`src/rtl/spatz_vfu_sequencer_pkg.sv`:
```
// Shared types for the Spatz VFU sequencer.
//
// Provides:
//   - vector-length constants and the byte-arithmetic width (ByteW)
//   - vlen_t, vew_e, vtype_t, op_e and the request struct spatz_req_t
//   - seq_state_e, the two-state sequencer FSM encoding
//   - beat_bytes() / vreg_off_w(): derive beat size in bytes and the width
//     of the beat index inside a register group from the lane count
package spatz_pkg;

    localparam int unsigned VLEN  = 512;
    localparam int unsigned VLENB = VLEN / 8;

    // A full LMUL=8 register group spans 8*VLENB bytes. The extra bit keeps
    // an end pointer equal to that span representable.
    localparam int unsigned ByteW = $clog2(8 * VLENB) + 1;

    typedef logic [ByteW-1:0] vlen_t;

    typedef enum logic [1:0] {
        EW_8  = 2'd0,
        EW_16 = 2'd1,
        EW_32 = 2'd2,
        EW_64 = 2'd3
    } vew_e;

    typedef struct packed {
        logic       vill;
        logic       vma;
        logic       vta;
        vew_e       vsew;
        logic [2:0] vlmul;
    } vtype_t;

    typedef enum logic [3:0] {
        OP_VADD  = 4'd0,
        OP_VSUB  = 4'd1,
        OP_VMUL  = 4'd2,
        OP_VMACC = 4'd3,
        OP_VAND  = 4'd4,
        OP_VOR   = 4'd5,
        OP_VXOR  = 4'd6,
        OP_VSLL  = 4'd7
    } op_e;

    typedef struct packed {
        op_e        op;
        logic [4:0] vd;
        logic [4:0] vs1;
        logic [4:0] vs2;
        vtype_t     vtype;
        vlen_t      vl;
        vlen_t      vstart;
    } spatz_req_t;

    typedef enum logic {
        SEQ_IDLE = 1'b0,
        SEQ_RUN  = 1'b1
    } seq_state_e;

    // Each lane is 32 bit wide, so a beat carries four bytes per lane.
    function automatic int unsigned beat_bytes(input int unsigned nr_lanes);
        return nr_lanes * 4;
    endfunction

    // Number of beats in a full register group, as an index width (min 1).
    function automatic int unsigned vreg_off_w(input int unsigned nr_lanes);
        int unsigned beats;
        beats = (8 * VLENB) / beat_bytes(nr_lanes);
        return (beats > 1) ? $clog2(beats) : 1;
    endfunction

endpackage

```
`src/rtl/spatz_vfu_sequencer.sv`:
```
// Spatz VFU sequencer: accepts one decoded vector request at a time and
// splits its active byte range [vstart<<vsew, vl<<vsew) into lane beats of
// BeatB bytes, each with a beat index and byte enables.
//
// Optional feature macro: SPATZ_VFU_SEQ_STALL_CNT_EN
//   defined   -> stall_cnt_o counts cycles with beat_valid_o && !beat_ready_i
//                (saturating at 2^32-1)
//   undefined -> stall_cnt_o is constant zero, no counter flops
//
// Ports:
//   clk_i, rst_ni                      clock, async active-low reset
//   spatz_req_valid_i/_ready_o/_i      request handshake and payload
//   beat_valid_o / beat_ready_i        beat handshake
//   beat_op_o, beat_vd_o/vs1_o/vs2_o   latched operation and registers
//   beat_off_o                         beat index within the register group
//   beat_be_o                          per-byte enables of the current beat
//   beat_last_o                        final beat of the instruction
//   busy_o                             high while in RUN
//   done_o                             one-cycle completion pulse
//   stall_cnt_o                        beat back-pressure counter
//
// FSM:
//   state    | meaning
//   SEQ_IDLE | ready for a request; empty requests complete from here
//   SEQ_RUN  | emitting beats until the last one is accepted
module spatz_vfu_sequencer
    import spatz_pkg::*;
#(
    parameter int unsigned NrLanes     = 4,
    parameter type         spatz_req_t = spatz_pkg::spatz_req_t,
    localparam int unsigned BeatB      = beat_bytes(NrLanes),
    localparam int unsigned VregOffW   = vreg_off_w(NrLanes)
) (
    input  logic                clk_i,
    input  logic                rst_ni,

    input  logic                spatz_req_valid_i,
    output logic                spatz_req_ready_o,
    input  spatz_req_t          spatz_req_i,

    output logic                beat_valid_o,
    input  logic                beat_ready_i,
    output op_e                 beat_op_o,
    output logic [4:0]          beat_vd_o,
    output logic [4:0]          beat_vs1_o,
    output logic [4:0]          beat_vs2_o,
    output logic [VregOffW-1:0] beat_off_o,
    output logic [BeatB-1:0]    beat_be_o,
    output logic                beat_last_o,

    output logic                busy_o,
    output logic                done_o,
    output logic [31:0]         stall_cnt_o
);

    localparam int unsigned BeatShift = $clog2(BeatB);

    seq_state_e state_q;
    vlen_t      ptr_q;
    vlen_t      end_q;
    op_e        op_q;
    logic [4:0] vd_q;
    logic [4:0] vs1_q;
    logic [4:0] vs2_q;
    logic       done_q;

    vlen_t      start_b;
    vlen_t      end_b;
    vlen_t      beat_base;
    vlen_t      ptr_d;
    logic       last_beat;
    logic       beat_hs;

    // Only vl, vstart, vsew and the register/op fields steer the sequencer.
    logic       unused_req;
    assign unused_req = ^spatz_req_i;

    // Byte enable for every byte of the beat whose address lies in [lo, hi).
    function automatic logic [BeatB-1:0] calc_be(input vlen_t base,
                                                 input vlen_t lo,
                                                 input vlen_t hi);
        logic [BeatB-1:0] be;
        vlen_t            addr;
        be = '0;
        for (int unsigned i = 0; i < BeatB; i++) begin
            addr  = base + vlen_t'(i);
            be[i] = (addr >= lo) && (addr < hi);
        end
        return be;
    endfunction

    assign start_b   = spatz_req_i.vstart << spatz_req_i.vtype.vsew;
    assign end_b     = spatz_req_i.vl << spatz_req_i.vtype.vsew;

    // Round the pointer down to its beat, then step to the next boundary.
    assign beat_base = (ptr_q >> BeatShift) << BeatShift;
    assign ptr_d     = beat_base + vlen_t'(BeatB);
    assign last_beat = (ptr_d >= end_q);
    assign beat_hs   = (state_q == SEQ_RUN) && beat_ready_i;

    assign spatz_req_ready_o = (state_q == SEQ_IDLE);
    assign busy_o            = (state_q == SEQ_RUN);
    assign beat_valid_o      = (state_q == SEQ_RUN);
    assign done_o            = done_q;

    assign beat_op_o   = op_q;
    assign beat_vd_o   = vd_q;
    assign beat_vs1_o  = vs1_q;
    assign beat_vs2_o  = vs2_q;
    assign beat_off_o  = VregOffW'(ptr_q >> BeatShift);
    assign beat_be_o   = calc_be(beat_base, ptr_q, end_q);
    assign beat_last_o = last_beat;

    always_ff @(posedge clk_i or negedge rst_ni) begin
        if (!rst_ni) begin
            state_q <= SEQ_IDLE;
            ptr_q   <= '0;
            end_q   <= '0;
            op_q    <= OP_VADD;
            vd_q    <= '0;
            vs1_q   <= '0;
            vs2_q   <= '0;
            done_q  <= 1'b0;
        end else begin
            done_q <= 1'b0;
            case (state_q)
                SEQ_IDLE: begin
                    if (spatz_req_valid_i) begin
                        op_q  <= spatz_req_i.op;
                        vd_q  <= spatz_req_i.vd;
                        vs1_q <= spatz_req_i.vs1;
                        vs2_q <= spatz_req_i.vs2;
                        ptr_q <= start_b;
                        end_q <= end_b;
                        // Empty body: complete without ever leaving IDLE.
                        if (start_b >= end_b) begin
                            done_q <= 1'b1;
                        end else begin
                            state_q <= SEQ_RUN;
                        end
                    end
                end
                SEQ_RUN: begin
                    if (beat_hs) begin
                        ptr_q <= ptr_d;
                        if (last_beat) begin
                            state_q <= SEQ_IDLE;
                            done_q  <= 1'b1;
                        end
                    end
                end
                default: state_q <= SEQ_IDLE;
            endcase
        end
    end

`ifdef SPATZ_VFU_SEQ_STALL_CNT_EN
    logic [31:0] stall_cnt_q;

    always_ff @(posedge clk_i or negedge rst_ni) begin
        if (!rst_ni) begin
            stall_cnt_q <= '0;
        end else if (beat_valid_o && !beat_ready_i && (stall_cnt_q != '1)) begin
            stall_cnt_q <= stall_cnt_q + 32'd1;
        end
    end

    assign stall_cnt_o = stall_cnt_q;
`else
    assign stall_cnt_o = '0;
`endif

endmodule

```
`config.mk`:
```
export PLATFORM = sky130hd
export DESIGN_NAME = spatz_vfu_sequencer
export DESIGN_NICKNAME = d
export VERILOG_FILES = /design/src/rtl/spatz_vfu_sequencer_pkg.sv /design/src/rtl/spatz_vfu_sequencer.sv
export SDC_FILE = /design/constraint.sdc
export NUM_CORES = 1
export LEC_CHECK = 0
export ABC_AREA = 1
export BUFFER_PORTS_ARGS = -buffer_cell sky130_fd_sc_hd__buf_4
export CORE_MARGIN = 3
export CORE_UTILIZATION = 40
export DETAILED_ROUTE_END_ITERATION = 8
export PLACE_DENSITY_LB_ADDON = 0.08
export SYNTH_ARGS = -nofsm -noshare
export SYNTH_HDL_FRONTEND = slang
export SYNTH_SLANG_ARGS = --single-unit
```
`constraint.sdc`:
```
create_clock -name clk_i -period 2 [get_ports clk_i]
set_input_delay 0.3 -clock clk_i [delete_from_list [all_inputs] [get_ports clk_i]]
set_output_delay 0.3 -clock clk_i [all_outputs]
set_load 0.02 [all_outputs]
```
==> summary.txt, run 1 <==
Floorplan
  • Core Box Area: 7890 um2
  • Die Ht: 97.1 um
  • Boundary Pins: 128
  • Starting Density: 0.421
  • Overall die width: 97.1 um
  • Die area: 9430 um2
  • Rows: 32

Timing
  • Max-slew headroom: 0.648
  • Setup-failing EPs final: 19
  • Slew at the pin closest to its max-slew limit: 0.527 ns
  • Fin. Hold Viols: 0
  • Final Skew: 0.0110 ns
  • Final Cycle Share: 1.17
  • RSZ-0062 raised after global routing: yes
  • Final WS setup: -0.347 ns
  • Slew Limit Fails: 0
  • TNS Setup: -3.51 ns
  • Tmin final: 2.35 ns
  • Maximum clock rate: 426 MHz

Detailed routing
  • Met3 WL: 479 um
  • Iter 0 DRT Violations: 141
  • Average vias per placed instance: 4.69
  • Router iterations before antenna repair: 4
  • Met2 wire len: 4.44 mm
  • DRT met1 WL: 4.12 mm
  • Final wirelength: 9.14 mm
  • Per-cell routed wire length: 12.9 um
  • DRC viols: 0
  • DRT antenna net count: 0
  • DR top layer: met4
  • Vias post-DR: 3322

Place
  • Routability cong.: 0.878
  • Cell Area, Placed: 4000 um2
  • HPWL Detailed: 6.53 mm
  • IO buf count: 89
  • # placed instances: 679

CTS
  • CTS tree: built
  • H-tree lvl count: 2
  • Maximum buffer depth of the clock tree: 2
  • Worst-path clk slew: 0.09 ns
  • CTS Buf Count: 5
  • # clock sinks: 41
  • Clk root buf: clkbuf_8
  • Skew-Pair Late Insertion Delay: 0.29 ns

Global route
  • First-pass GRT wire length: 14.7 mm
  • Tot GR Track Use: 0.185
  • Vias in the first global route: 3163
  • Remaining global-route overflow: 0
  • Initial antenna violation count: 0
  • Largest net degree at the start of global routing: 42

Critical path
  • Setup crit start kind: flip-flop
  • Critical path class: reg -> out
  • Worst Path Arrival: 2.05 ns
  • CP Capture Type: output pin
  • Critical Path RT: 1.70 ns
  • Worst-path fanout max: 4

Status
  • Outcome: finished, violations left
  • Failing checks: setup timing

Pwr
  • Psw: 4.47 mW
  • Power Density: 1910 nW/um2
  • Share of power burned in registers: 0.174
  • Leakage: 2.57 nW
  • Clock share of power: 0.077
  • Peak VDD IR: 1.19 mV
  • Switch share: 0.489
  • Power share of the combinational group: 0.749
  • Internal: 4.67 mW

Cells and area
  • Diode count: 0
  • Most frequent cells in the layout: nand2_1, buf_4, inv_1, dfrtp_1, conb_1
  • Finished Layout Cells: 709
  • Fill cell count: 734
  • Share of cells above drive strength 1: 0.344
  • Final core utilization: 0.606
  • Final net count: 681
  • Final Instance Area: 4780 um2
  • Area grow syn2layout: 44.0%
  • Commonest non-fill, non-tap cell in the layout: nand2_1

Yosys
  • Mean Syn Cell Area: 6.77 um2
  • Sequential share of the synthesized area: 0.309
  • Most used DFF post-synth: dfrtp_1
  • Synth Cell Area: 3320 um2
  • Synth cell types: 34
  • Synth Register Bits: 41
  • Yosys warnings: 0
  • Synth Instances: 490
  • Synth async-reset ratio: 1.00
  • Post-synth EDFFs: 0

Min path
  • Hold crit path type: in -> reg

Flow run
  • Number of max-cap violations: 0
-- worst paths after layout --
check	endpoint	slack, ns	startpoint	depth (start not counted)
setup / recovery	beat_last_o	-0.35	ptr_q[4]	10
hold / removal	beat_vd_o[3]	0.19	spatz_req_i[41]	3
setup reg to reg	beat_valid_o	-0.08	ptr_q[4]	14
hold reg to reg	beat_op_o[3]	0.49	beat_op_o[3]	2
max in group asynchronous	ptr_q[4]	1.06	rst_ni	2
min in group asynchronous	beat_op_o[2]	0.54	rst_ni	2
-- cell families after synthesis --
group,count (synthesis),synth area share
compound gates,61,0.0980
xor+xnor,2,0.00528
fa+ha+maj,24,0.0905
buf+inv,104,0.174
flops,41,0.309
mux,1,0.00302
other cells,1,0.00113
simple gates,256,0.319
-- power groups by stage --
stage	Combinational, mW	Clock (mW)	Sequential [mW]
detailed placement	4.86	0	1.54
global placement	4.81	0	1.54
floorplan	2.85	0	1.74
finish	6.84	0.704	1.59
global route	7.43	0.758	1.65
CTS	5.83	0.727	1.55
-- layer usage --
metal	global-route usage	vias up
li1	-	1708
met1	0.251	1514
met2	0.313	90
met3	0.0273	10
met4	0.0356	0
met5	0	-
-- critical path, cell delays in order, from the launching register on --
cell	delay [ns]
dfrtp_2	0.46
ha_4	0.19
nand3_2	0.06
xor2_1	0.17
inv_1	0.10
ha_4	0.26
nand2_1	0.06
a21oi_1	0.16
nor2_1	0.08
nand2_2	0.09
buf_6	0.12
-- stage by stage --
| step | hold slack [ns] | power, mW | worst slack (ns) |
|---|---|---|---|
| 2_1_floorplan | 0.00441 | 4.59 | 0.00507 |
| 3_3_place_gp | 0.314 | 6.35 | -0.0370 |
| 3_5_place_dp | 0.315 | 6.41 | -0.0704 |
| 4_1_cts | 0.182 | 8.10 | -0.268 |
| 5_1_grt | 0.189 | 9.84 | -0.459 |
| 6_report | 0.189 | 9.14 | -0.347 |
-- what timing repair did --
action	CTS	global route
gates cloned	1	0
setup buffers	13	7
hold buffers	1	0
pin swaps	24	29
setup endpoints to repair	19	19
resized for setup	62	53
hold endpoints to repair	32	0
-- sequential cells by signal, indices dropped and copies added, names as in the netlist --
name and cells:
beat_op_o 4, beat_valid_o 1, beat_vd_o 5, beat_vs1_o 5, beat_vs2_o 5, done_o 1, end_q 10, ptr_q 10
-- Yosys cell counts (2+ instances only) --
master   number  area, um2
a21oi_1      10       50.1
buf_2         8       40.0
buf_4        40        300
buf_6         3       33.8
dfrtp_1      41       1030
ha_1         24        300
inv_1        46        173
inv_2         4       15.0
inv_4         2       12.5
nand2_1     181        679
nand3_1      25        125
nand4_1       2       12.5
nor2_1       31        116
nor3_1        9       45.0
o21a_1        2       15.0
o21ai_0      32        160
o21ai_1       8       40.0
o22ai_1       6       37.5
-- cell type report --
type | count | area, um2 | area share
inverter | 52 | 203 | 0.0424
clock inverter | 2 | 37.5 | 0.00785
tap | 102 | 128 | 0.0267
timing repair buffer | 130 | 1040 | 0.218
sequential | 41 | 1030 | 0.215
clock buffer | 6 | 82.6 | 0.0173
multi-input combinational | 376 | 2260 | 0.473
(Power assumes the default switching activity.)
==> run 2: changes to the inputs <==
Settings changed: BUFFER_PORTS_ARGS -buffer_cell sky130_fd_sc_hd__buf_4 to not set, DONT_BUFFER_PORTS set to 1.
==> run 2 against run 1 <==
Net effect: the run still ends with setup timing left; largest power group unchanged; clock skew down 0.0068 ns; power is 5.8% lower; final area is 11% lower; critical endpoint is now beat_be_o[5]; die area unchanged; routed wire length fell by 5.3%.
==> summary.txt, run 2 (synthesis results as in run 1) <==
Status
  • Outcome: finished, violations left (unchanged)
  • Failing checks: setup timing (unchanged)

Critical path
  • Worst r2r dst: beat_valid_o (unchanged)
  • Setup crit start kind: flip-flop (unchanged)
  • Worst-case reg-to-reg path depth: 13 (was 14)
  • Worst-path fanout max: 5 (was 4)
  • Worst Path Arrival: 2.00 ns (was 2.05 ns)
  • Flop-to-flop setup slack: 0.06 ns (was -0.08 ns)
  • Critical Path RT: 1.70 ns (about the same)
  • Critical path class: reg -> out (unchanged)
  • Worst r2r src: ptr_q[4] (unchanged)
  • CP Capture Type: output pin (unchanged)

Global route
  • Initial antenna violation count: 0 (unchanged)
  • Remaining global-route overflow: 0 (unchanged)
  • Largest net degree at the start of global routing: 42 (unchanged)
  • Vias in the first global route: 2976 (was 3163)
  • Tot GR Track Use: 0.181 (was 0.185)
  • First-pass GRT wire length: 14.4 mm (was 14.7 mm)

Cells and area
  • Final net count: 607 (was 681)
  • Fill cell count: 765 (was 734)
  • Share of cells above drive strength 1: 0.278 (was 0.344)
  • Area grow syn2layout: 28.9% (was 44.0%)
  • Diode count: 0 (unchanged)
  • Most frequent cells in the layout: nand2_1, inv_1, dfrtp_1 (was nand2_1, buf_4, inv_1, dfrtp_1, conb_1)
  • Commonest non-fill, non-tap cell in the layout: nand2_1 (unchanged)
  • Final core utilization: 0.542 (was 0.606)
  • Finished Layout Cells: 635 (was 709)
  • Top Registers: end_q (10), ptr_q (10) (unchanged)

Pwr
  • Leakage: 2.25 nW (was 2.57 nW)
  • Peak VDD IR: 1.10 mV (was 1.19 mV)
  • Power Density: 2010 nW/um2 (was 1910 nW/um2)
  • Total chip power: 8.61 mW (was 9.14 mW)

Detailed routing
  • Router iterations before antenna repair: 4 (unchanged)
  • DRT antenna net count: 0 (unchanged)
  • Final wirelength: 8.65 mm (was 9.14 mm)
  • Per-cell routed wire length: 13.6 um (was 12.9 um)
  • Average vias per placed instance: 4.81 (was 4.69)
  • Vias post-DR: 3056 (was 3322)
  • Iter 0 DRT Violations: 104 (was 141)
  • DRC viols: 0 (unchanged)

Timing
  • Final Cycle Share: 1.15 (was 1.17)
  • Tmin final: 2.30 ns (was 2.35 ns)
  • Slew Limit Fails: 0 (unchanged)
  • Final Skew: 0.00418 ns (was 0.0110 ns)
  • RSZ-0062 raised after global routing: yes (unchanged)
  • Final WS setup: -0.297 ns (was -0.347 ns)
  • Maximum clock rate: 435 MHz (was 426 MHz)
  • Setup-failing EPs final: 17 (was 19)
  • Fin. Hold Viols: 0 (unchanged)
  • TNS Setup: -3.99 ns (was -3.51 ns)

Place
  • IO buf count: 0 (was 89)
  • # placed instances: 608 (was 679)
  • Dpl ws: -0.0574 ns (was -0.0704 ns)
  • HPWL Detailed: 6.27 mm (was 6.53 mm)
  • Routability cong.: 0.847 (was 0.878)

CTS
  • Maximum buffer depth of the clock tree: 2 (unchanged)
  • H-tree lvl count: 2 (unchanged)
  • Clk root buf: clkbuf_8 (unchanged)
  • # clock sinks: 41 (unchanged)
  • Skew-Pair Late Insertion Delay: 0.29 ns (about the same)
  • Worst-path clk slew: 0.08 ns (was 0.09 ns)
  • CTS Buf Count: 5 (unchanged)
  • CTS tree: built (unchanged)

Min path
  • Hold Path Origin: spatz_req_i[44] (was spatz_req_i[41])
  • Worst hold path cell count: 2 (was 3)
  • Hold crit path type: in -> reg (unchanged)
  • Hold path endpoint: beat_op_o[1] (was beat_vd_o[3])

Flow run
  • Number of max-cap violations: 0 (unchanged)

Floorplan
  • Die Ht: 97.1 um (unchanged)
  • Boundary Pins: 128 (unchanged)
  • Overall die width: 97.1 um (unchanged)
  • Core Box Area: 7890 um2 (unchanged)
  • Starting Density: 0.421 (unchanged)
  • Rows: 32 (unchanged)
  • Die area: 9430 um2 (unchanged)
[run 2: cell types whose count changed in the layout (fill, tap and decap cells not counted), moves of 3 or more]
cell	before	now
nor2_4	8	12
nand2_4	7	11
buf_6	17	12
buf_12	0	3
nor2_1	21	15
nor3_2	4	8
nand2_1	170	163
nor3_4	5	1
buf_4	112	40
nand2_2	4	8
[run 2: what timing repair did]
action,4_1_cts,5_1_grt
endpoints found under the hold margin,41,0
pin swaps,25,25
buffers inserted,14,4
gates resized for setup,78,45
endpoints found under the setup margin,17,19
hold buffers,2,0
[run 2: worst max path at each step]
stage | slack [ns] | endpoint | start | cells after the start
3_3_place_gp | -0.05 | beat_last_o | ptr_q[4] | 10
3_5_place_dp | -0.06 | beat_last_o | ptr_q[4] | 10
5_1_grt | -0.43 | beat_last_o | ptr_q[4] | 9
6_report | -0.30 | beat_be_o[5] | end_q[9] | 10
2_1_floorplan | 0.005 | beat_be_o[3] | ptr_q[4] | 8
4_1_cts | -0.30 | beat_last_o | ptr_q[4] | 10
[run 2: area by class of cell]
type                            instances  area, um2  area share
Inverter                               52        200      0.0468
Sequential cell                        41       1030       0.240
Multi-Input combinational cell        376       2310       0.539
Clock buffer                            5       68.8      0.0161
Timing Repair Buffer                   56        505       0.118
Clock inverter                          3       43.8      0.0102
Tap cell                              102        128      0.0298
[run 2: stage by stage]
| step | cell area, um2 | hold slack, ns |
|---|---|---|
| after global placement | 3480 | 0.00550 |
| final | 4280 | 0.108 |
| after floorplan | 3440 | 0.00441 |
| after global routing | 4280 | 0.109 |
| after detailed placement | 3480 | 0.00514 |
| after CTS | 4050 | 0.100 |
[run 2: per-layer routing]
layer,global-route usage,wire (um),share of wire,vias to the layer above
met1,0.248,3940,0.46,1397
met3,0.0352,538,0.062,7
met5,0,0,0,-
met2,0.299,4110,0.48,93
met4,0.0324,59,0.0068,0
li1,-,-,-,1559
[run 2: power breakdown]
part	switching (mW)	internal, mW
Combinational	3.43	2.67
Clock	0.298	0.374
Sequential	0.621	1.21
[run 2: critical path: stages (launching register included)]
cell and delay (ns):
dfrtp_1 0.37, inv_2 0.07, ha_4 0.28, nand2_4 0.06, buf_6 0.11, nor2_4 0.19
buf_12 0.16, nand3_4 0.11, o21ai_1 0.13, nor2_1 0.06, buf_4 0.15
==> run 3: changes to the inputs <==
Settings changed: CELL_PAD_IN_SITES_DETAIL_PLACEMENT set to 0, CELL_PAD_IN_SITES_GLOBAL_PLACEMENT set to 1, SLEW_MARGIN set to 20.
==> run 3 against run 2 <==
Net effect: the flow still finishes with violations (setup timing); global-route usage decreased by 0.39 points; worst hold slack gained 0.0040 ns; clock skew grew 0.0015 ns; register-to-register slack hardly changed; cell count increased by 1.1%; critical endpoint is now beat_be_o[4].
==> summary.txt, run 3 (synthesis results as in run 1) <==
CTS
  • Clk root buf: clkbuf_8 (unchanged)
  • CTS Buf Count: 5 (unchanged)
  • # clock sinks: 41 (unchanged)
  • Skew-Pair Late Insertion Delay: 0.29 ns (about the same)
  • H-tree lvl count: 2 (unchanged)
  • Maximum buffer depth of the clock tree: 2 (unchanged)
  • CTS tree: built (unchanged)
  • Worst-path clk slew: 0.08 ns (about the same)

Critical path
  • Critical Path RT: 1.70 ns (about the same)
  • CP Launch Point: ptr_q[7] (was end_q[9])
  • Flop-to-flop setup slack: 0.07 ns (was 0.06 ns)
  • Crit path to: beat_be_o[4] (was beat_be_o[5])
  • CP Capture Type: output pin (unchanged)
  • Critical path class: reg -> out (unchanged)
  • Worst-case reg-to-reg path depth: 13 (unchanged)
  • Setup crit start kind: flip-flop (unchanged)
  • Worst r2r dst: done_o (was beat_valid_o)
  • CP max stage cell: dfrtp_2 (was dfrtp_1)
  • Cell Chain, Critical Path: ha_4, nand2_4, a21oi_4, nor3_4, buf_6, nand2_8, nor3_4, buf_6 (was inv_2, ha_4, nand2_4, buf_6, nor2_4, buf_12, nand3_4, o21ai_1, nor2_1, buf_4)
  • Worst-path fanout max: 4 (was 5)
  • Delay of the slowest cell on the worst path: 0.45 ns (was 0.37 ns)
  • Worst Path Arrival: 2.01 ns (was 2.00 ns)
  • Worst r2r src: ptr_q[8] (was ptr_q[4])

Floorplan
  • Die Ht: 97.1 um (unchanged)
  • Die area: 9430 um2 (unchanged)
  • Core Box Area: 7890 um2 (unchanged)
  • Rows: 32 (unchanged)
  • Boundary Pins: 128 (unchanged)
  • Overall die width: 97.1 um (unchanged)
  • Starting Density: 0.421 (unchanged)

Global route
  • Remaining global-route overflow: 0 (unchanged)
  • Vias in the first global route: 2888 (was 2976)
  • Tot GR Track Use: 0.177 (was 0.181)
  • Initial antenna violation count: 0 (unchanged)
  • Largest net degree at the start of global routing: 42 (unchanged)
  • First-pass GRT wire length: 14.0 mm (was 14.4 mm)

Timing
  • Final Cycle Share: 1.15 (about the same)
  • RSZ-0062 raised after global routing: yes (unchanged)
  • Maximum clock rate: 433 MHz (was 435 MHz)
  • Final Skew: 0.00569 ns (was 0.00418 ns)
  • TNS Setup: -4.40 ns (was -3.99 ns)
  • Setup-failing EPs final: 17 (unchanged)
  • Final WS setup: -0.309 ns (was -0.297 ns)
  • Fin. Hold Viols: 0 (unchanged)
  • Tmin final: 2.31 ns (was 2.30 ns)
  • Slew Limit Fails: 0 (unchanged)

Pwr
  • Power share of the combinational group: 0.720 (was 0.709)
  • Share of power burned in registers: 0.207 (was 0.213)
  • Leakage: 2.27 nW (was 2.25 nW)
  • Peak VDD IR: 1.11 mV (was 1.10 mV)
  • Psw: 4.38 mW (was 4.35 mW)
  • Switch share: 0.495 (was 0.506)
  • Power Density: 2030 nW/um2 (was 2010 nW/um2)
  • Internal: 4.46 mW (was 4.26 mW)
  • Clock share of power: 0.073 (was 0.078)

Cells and area
  • Final net count: 615 (was 607)
  • Commonest non-fill, non-tap cell in the layout: nand2_1 (unchanged)
  • Final Instance Area: 4340 um2 (was 4280 um2)
  • Most frequent cells in the layout: nand2_1, buf_4, inv_1 (was nand2_1, inv_1, dfrtp_1)
  • Share of cells above drive strength 1: 0.278 (about the same)
  • Diode count: 0 (unchanged)
  • Area grow syn2layout: 30.8% (was 28.9%)
  • Finished Layout Cells: 642 (was 635)
  • Top Registers: end_q (10), ptr_q (10) (unchanged)
  • Final core utilization: 0.551 (was 0.542)
  • Fill cell count: 765 (unchanged)

Place
  • # placed instances: 608 (unchanged)
  • IO buf count: 0 (unchanged)
  • Routability cong.: 0.900 (was 0.847)
  • HPWL Detailed: 6.34 mm (was 6.27 mm)
  • Cell Area, Placed: 3480 um2 (unchanged)
  • Dpl ws: -0.0406 ns (was -0.0574 ns)

Detailed routing
  • Iter 0 DRT Violations: 109 (was 104)
  • Final wirelength: 8.80 mm (was 8.65 mm)
  • DRT antenna net count: 0 (unchanged)
  • Per-cell routed wire length: 13.7 um (was 13.6 um)
  • Router iterations before antenna repair: 5 (was 4)
  • DRC viols: 0 (unchanged)
  • Average vias per placed instance: 4.74 (was 4.81)
  • Vias post-DR: 3043 (was 3056)

Min path
  • Hold crit path type: in -> reg (unchanged)

Flow run
  • Number of max-cap violations: 0 (unchanged)

Status
  • Outcome: finished, violations left (unchanged)
  • Failing checks: setup timing (unchanged)
run 3: cell count changes in the layout (fill, tap and decap cells not counted), moves of 3 or more:
cell and delta:
nor2_4 -8, nand2_4 -5, nor2_2 +5, nor2_1 +3, buf_6 +5, nor3_2 -3
buf_4 +4
run 3: power by group through the flow:
stage / registers, mW / clock network (mW) / logic (mW)
after floorplan: 1.74 / 0 / 2.85
after global placement: 1.80 / 0 / 4.23
after detailed placement: 1.81 / 0 / 4.27
after CTS: 1.82 / 0.655 / 5.24
after global routing: 1.88 / 0.686 / 6.93
final: 1.83 / 0.643 / 6.36
run 3: layout make-up:
cell class,count,area [um2],area share
multi-input cells,376,2310,0.532
well taps,102,128,0.0294
repair buffers,64,572,0.132
flip-flops and latches,41,1030,0.237
inverters,52,200,0.0461
clock buffers,5,68.8,0.0158
clock inverters,2,35.0,0.00807
run 3: how the worst min path moves through the flow:
stage | start | endpoint | slack [ns] | cells past startpoint
5_1_grt | spatz_req_i[43] | beat_op_o[0] | 0.10 | 2
6_report | spatz_req_i[40] | beat_vd_o[2] | 0.11 | 2
3_5_place_dp | rst_ni | beat_op_o[2] | 0.005 | 0
4_1_cts | spatz_req_i[40] | beat_vd_o[2] | 0.11 | 2
3_3_place_gp | rst_ni | beat_op_o[0] | 0.005 | 0
2_1_floorplan | rst_ni | beat_op_o[0] | 0.004 | 0
run 3: layer usage:
metal | GRT usage | wire length, um | part of all wire
met1 | 0.251 | 4220 | 0.48
met5 | 0 | 0 | 0
met4 | 0.0389 | 84 | 0.0095
met3 | 0.0395 | 457 | 0.052
met2 | 0.275 | 4040 | 0.46
run 3: what timing repair did:
item	4_1_cts	5_1_grt
hold buffers	2	0
endpoints found under the setup margin	17	19
resized for setup	57	61
hold endpoints to repair	41	0
pin swaps	22	30
buffers inserted	13	12
run 3: worst max-delay path: cells and delay by family, from the launching register on:
kind,cells,cell delay [ns]
compound gates,1,0.05
flops,1,0.45
fa+ha+maj,1,0.27
simple gates,4,0.63
buf+inv,2,0.32
run 3: per-stage QoR:
stage | hold WS (ns) | total power [mW]
6_report | 0.112 | 8.83
5_1_grt | 0.102 | 9.49
4_1_cts | 0.109 | 7.72
3_5_place_dp | 0.00536 | 6.08
3_3_place_gp | 0.00539 | 6.03
2_1_floorplan | 0.00441 | 4.59
